[src/rtl/tx_handshake_arbiter.sv]
// Four-requester round-robin arbiter that forwards the winner's data word to a
// transmit-side handshake block (offer/busy cycle) with an optional watchdog.
module tx_handshake_arbiter #(
  parameter int DW      = 32,
  parameter int TIMEOUT = 1023
) (
  input  logic            clk,
  input  logic            reset,
  input  logic [3:0]      req,
  input  logic [4*DW-1:0] req_data,
  output logic [3:0]      gnt,
  output logic [3:0]      done,
  output logic            data_avail,
  output logic [DW-1:0]   transmit_data,
  input  logic            t_rdy,
  output logic            timeout_err,
  output logic            busy
);

  localparam int            CW   = (TIMEOUT > 0) ? $clog2(TIMEOUT + 1) : 1;
  localparam logic [CW-1:0] TMAX = CW'(TIMEOUT);

  typedef enum logic [1:0] {S_IDLE, S_OFFER, S_BUSY} state_e;

  state_e          state, state_nxt;
  logic [1:0]      last_gnt, last_gnt_nxt;
  logic [CW-1:0]   cnt, cnt_nxt, cnt_inc;
  logic [3:0]      gnt_nxt, done_nxt;
  logic            data_avail_nxt, timeout_err_nxt, busy_nxt;
  logic [DW-1:0]   transmit_data_nxt;
  logic [1:0]      win;
  logic            found;
  logic            timeout_hit;

  // Round-robin search starts one past the previous winner and wraps.
  always_comb begin
    win   = last_gnt + 2'd1;
    found = 1'b0;
    for (int i = 1; i <= 4; i++) begin
      if (!found && req[last_gnt + 2'(i)]) begin
        win   = last_gnt + 2'(i);
        found = 1'b1;
      end
    end
  end

  assign cnt_inc     = (cnt == TMAX) ? cnt : cnt + 1'b1;
  assign timeout_hit = (TIMEOUT != 0) && (cnt_inc == TMAX);

  always_comb begin
    // NOTE: every signal gets a default before the case so no path leaves one
    // unassigned; a missing default here would infer a latch.
    state_nxt         = state;
    last_gnt_nxt      = last_gnt;
    cnt_nxt           = cnt;
    gnt_nxt           = gnt;
    done_nxt          = '0;
    data_avail_nxt    = data_avail;
    transmit_data_nxt = transmit_data;
    timeout_err_nxt   = 1'b0;

    unique case (state)
      S_IDLE: begin
        if (|req) begin
          state_nxt         = S_OFFER;
          last_gnt_nxt      = win;
          cnt_nxt           = '0;
          gnt_nxt           = '0;
          gnt_nxt[win]      = 1'b1;
          data_avail_nxt    = 1'b1;
          transmit_data_nxt = req_data[int'(win)*DW +: DW];
        end
      end
      S_OFFER: begin
        cnt_nxt = cnt_inc;
        if (timeout_hit) begin
          state_nxt         = S_IDLE;
          gnt_nxt           = '0;
          data_avail_nxt    = 1'b0;
          transmit_data_nxt = '0;
          timeout_err_nxt   = 1'b1;
        end else if (t_rdy) begin
          state_nxt      = S_BUSY;
          data_avail_nxt = 1'b0;
        end
      end
      S_BUSY: begin
        cnt_nxt = cnt_inc;
        // Completion wins over a watchdog expiry landing on the same edge.
        if (!t_rdy) begin
          state_nxt         = S_IDLE;
          done_nxt          = gnt;
          gnt_nxt           = '0;
          transmit_data_nxt = '0;
        end else if (timeout_hit) begin
          state_nxt         = S_IDLE;
          gnt_nxt           = '0;
          data_avail_nxt    = 1'b0;
          transmit_data_nxt = '0;
          timeout_err_nxt   = 1'b1;
        end
      end
      default: state_nxt = S_IDLE;
    endcase

    busy_nxt = (state_nxt != S_IDLE);
  end

  // NOTE: sequential state uses non-blocking assignments so every register
  // samples the pre-edge values regardless of statement order.
  always_ff @(posedge clk) begin
    if (reset) begin
      state         <= S_IDLE;
      last_gnt      <= 2'd3;
      cnt           <= '0;
      gnt           <= '0;
      done          <= '0;
      data_avail    <= 1'b0;
      transmit_data <= '0;
      timeout_err   <= 1'b0;
      busy          <= 1'b0;
    end else begin
      state         <= state_nxt;
      last_gnt      <= last_gnt_nxt;
      cnt           <= cnt_nxt;
      gnt           <= gnt_nxt;
      done          <= done_nxt;
      data_avail    <= data_avail_nxt;
      transmit_data <= transmit_data_nxt;
      timeout_err   <= timeout_err_nxt;
      busy          <= busy_nxt;
    end
  end

endmodule
[config.mk]
export PLATFORM = sky130hd
export DESIGN_NAME = tx_handshake_arbiter
export DESIGN_NICKNAME = d
export VERILOG_FILES = /design/src/rtl/tx_handshake_arbiter.sv
export SDC_FILE = /design/constraint.sdc
export NUM_CORES = 1
export LEC_CHECK = 0
export CAP_MARGIN = 20
export CORE_MARGIN = 2
export CORE_UTILIZATION = 30
export CTS_BUF_LIST = sky130_fd_sc_hd__clkbuf_16
export DETAILED_ROUTE_END_ITERATION = 7
export MAX_ROUTING_LAYER = met4
export SETUP_SLACK_MARGIN = 0.02
export SYNTH_ARGS = -nofsm -noshare
export SYNTH_HDL_FRONTEND = slang
export SYNTH_SLANG_ARGS = --single-unit
[constraint.sdc]
create_clock -name clk -period 5.25 [get_ports clk]
set_clock_uncertainty 0.1 [all_clocks]
set_input_delay 0.525 -clock clk [delete_from_list [all_inputs] [get_ports clk]]
set_output_delay 0.525 -clock clk [all_outputs]
set_load 0.01 [all_outputs]
==> flow_metrics.py <==
metrics = {
    "run_status": {
        "status": "completed",
    },
    "layout": {
        "fin_cells": 876,
        "final_cell_mix": "176 x clkdlybuf4s50_1, 57 x dfxtp_1, 37 x nand4_1",
        "layout-drive-gt1-share_pct": 6.55,
        "nNetsFinal": 822,
        "final_common_cell": "clkdlybuf4s50_1",
        "area_growth_pct": 44.1,
    },
    "global_route": {
        "track_usage_pct": 21.8,
        "antenna_found_initial": 1,
        "grt_overflow": 0,
        "grt_pass1_vias": 5211,
        "grt_max_degree": 66,
        "grt_pass1_wl_um": 27800,
    },
    "logic_synthesis": {
        "synth_area_leaders": "dfxtp_1 25%, a211o_1 6.5%, and4_1 6.5%",
        "synth-edff-count": 0,
        "synthDistinctLibCells": 66,
        "ys_seq_area_share_pct": 24.8,
        "ys_ff_latch": 57,
        "synth_largest_area_cell": "dfxtp_1",
        "synthCells": 565,
        "synth_ff_type": "dfxtp_1",
        "syn_area_sq_mm": 0.00460,
        "synth_warnings": 0,
        "syn-num-nets": 705,
        "async_flop_share_pct": 0,
        "synth_top_area_share_pct": 24.8,
        "post_synth.cell_area_avg_sq_um": 8.14,
    },
    "routing": {
        "drt-initial-drc-count": 352,
        "routedWlPerCell_um": 20.4,
        "vias": 5371,
        "avgViaCountPerCell": 6.13,
        "drtPass1Iterations": 5,
        "drc": 0,
        "wl_um": 17900,
        "ant_nets": 0,
    },
    "power_and_ir_drop": {
        "p_per_area_mw_per_mm2": 368,
        "p_leak_nw": 2.21,
        "vdd.ir_drop.worst_mv": 0.176,
    },
    "clocking": {
        "cts.sinks": 57,
        "cts_made_buffers": 9,
        "clock_path_buffers": 2,
        "postCtsSetupRepairBufs": 0,
        "ctsHoldBuffers": 0,
        "cts-root-buf": "clkbuf_16",
        "htree_levels": 3,
        "cts_tree": "yes",
        "clock_latency_ns": 0.32,
        "cts-resized-gates": 0,
        "clk_pin_slew_worst_paths_ns": 0.05,
    },
    "placed_design": {
        "post-place-cells": 858,
        "dp_hpwl_um": 12000,
        "port-buffer-count": 177,
        "gp_congestion": 0.880,
    },
    "worst_setup_path": {
        "end_kind": "register",
        "required_ns": 5.38,
        "crit_type": "in2reg",
        "crit_fanout": 41,
        "arrival_ns": 3.41,
        "start_kind": "input pin",
        "r2r_slack_ns": 2.34,
    },
    "sta": {
        "post-route-min-period_ns": 3.28,
        "setup_viol": 0,
        "tns_ns": 0,
        "rsz0062_at_grt": "false",
        "slew_headroom_pct": 25.3,
        "fmax_ghz": 0.305,
        "worst_pin_slew_ns": 1.12,
        "drv_slew": 0,
        "finalHoldViolCount": 0,
        "period_share_pct": 62.5,
    },
    "floorplanning": {
        "die_x_um": 128,
        "dieArea_sq_mm": 0.0163,
        "core_area_sq_mm": 0.0151,
        "rows": 45,
        "io_pins": 178,
        "initial_utilization_pct": 30.5,
        "dieHeight_um": 128,
    },
    "run": {
        "maxCapViolCount": 0,
    },
    "hold_path": {
        "hp-class": "reg2reg",
    },
}
## through the flow
stage	total power (W)	worst slack (ns)	cell area [sq um]	hold slack (ns)	utilization (%)
after global routing	0.00259	1.77	6630	0.409	43.9
final	0.00244	1.97	6630	0.395	43.9
after detailed placement	0.00191	1.64	6340	0.384	42.0
after CTS	0.00242	1.97	6600	0.395	43.7
after global placement	0.00188	1.76	6320	0.376	41.9
after floorplan	0.00135	3.04	4600	0.369	-
## final timing paths
check | cells past startpoint | startpoint | endpoint
worst min-delay path | 1 | gnt[2] | done[2]
worst max-delay path | 7 | req[3] | transmit_data[30]
worst max register to register | 7 | state[1] | transmit_data[3]
worst min register to register | 1 | gnt[2] | done[2]
## logic make-up (layout without fill, tap and decap cells)
group	Yosys count	after routing	share of synthesized area, %
AND/OR/NAND/NOR	154	154	21.8
other	0	1	0
AO/OA/AOI/OAI	258	258	42.0
XOR/XNOR	1	1	0.190
buffers and inverters	89	211	9.55
adder cells (fa/ha/maj)	5	5	1.36
flip-flops	57	57	24.8
multiplexers	1	1	0.245
## power breakdown
group	total (W)	switching, W	internal [W]
Sequential	0.000630	0.0000823	0.000548
Combinational	0.00130	0.000708	0.000596
Clock	0.000505	0.000196	0.000309
Total	0.00244	0.000987	0.00145
## routing by layer
| metal | vias up | wire (um) | track usage (%) |
|---|---|---|---|
| li1 | 2546 | - | - |
| met1 | 2552 | 7650 | 27.6 |
| met2 | 248 | 8450 | 35.0 |
| met3 | 25 | 1410 | 4.22 |
| met4 | 0 | 343 | 7.18 |
| met5 | - | 0 | - |
## worst max-delay path: stages
cell,delay [ns]
clkdlybuf4s50_1,0.58
a21boi_0,0.47
o21ba_2,0.80
buf_4,0.42
o31ai_1,0.13
a211o_1,0.32
a31oi_1,0.15
## registers in the layout, indices dropped and copies added (netlist names)
signal	cells
transmit_data	32
cnt	10
done	4
gnt	4
last_gnt	2
state	2
busy	1
data_avail	1
timeout_err	1
## cell usage after synthesis, drive strengths merged (4+ instances only)
cell type and count:
a211o 34, a211oi 4, a21oi 15, a31oi 35
and2 7, and4 35, buf 34, clkbuf 48
dfxtp 57, ha 5, inv 7, nand2 16
nand2b 11, nand3 11, nand3b 4, nand4 37
nor2 9, nor2b 7, nor3 7, o21ai 40
o311ai 37, o31a 33, o31ai 33
## layout make-up
type	count	area [sq um]
flip-flops and latches	57	1140
clock inverters	7	30.0
multi-input cells	419	3090
repair buffers	188	1880
well taps	188	235
diodes	1	2.50
clock buffers	9	225
fillers	1515	8460
inverters	7	26.3
No activity file was read; power rests on OpenSTA's default activity.
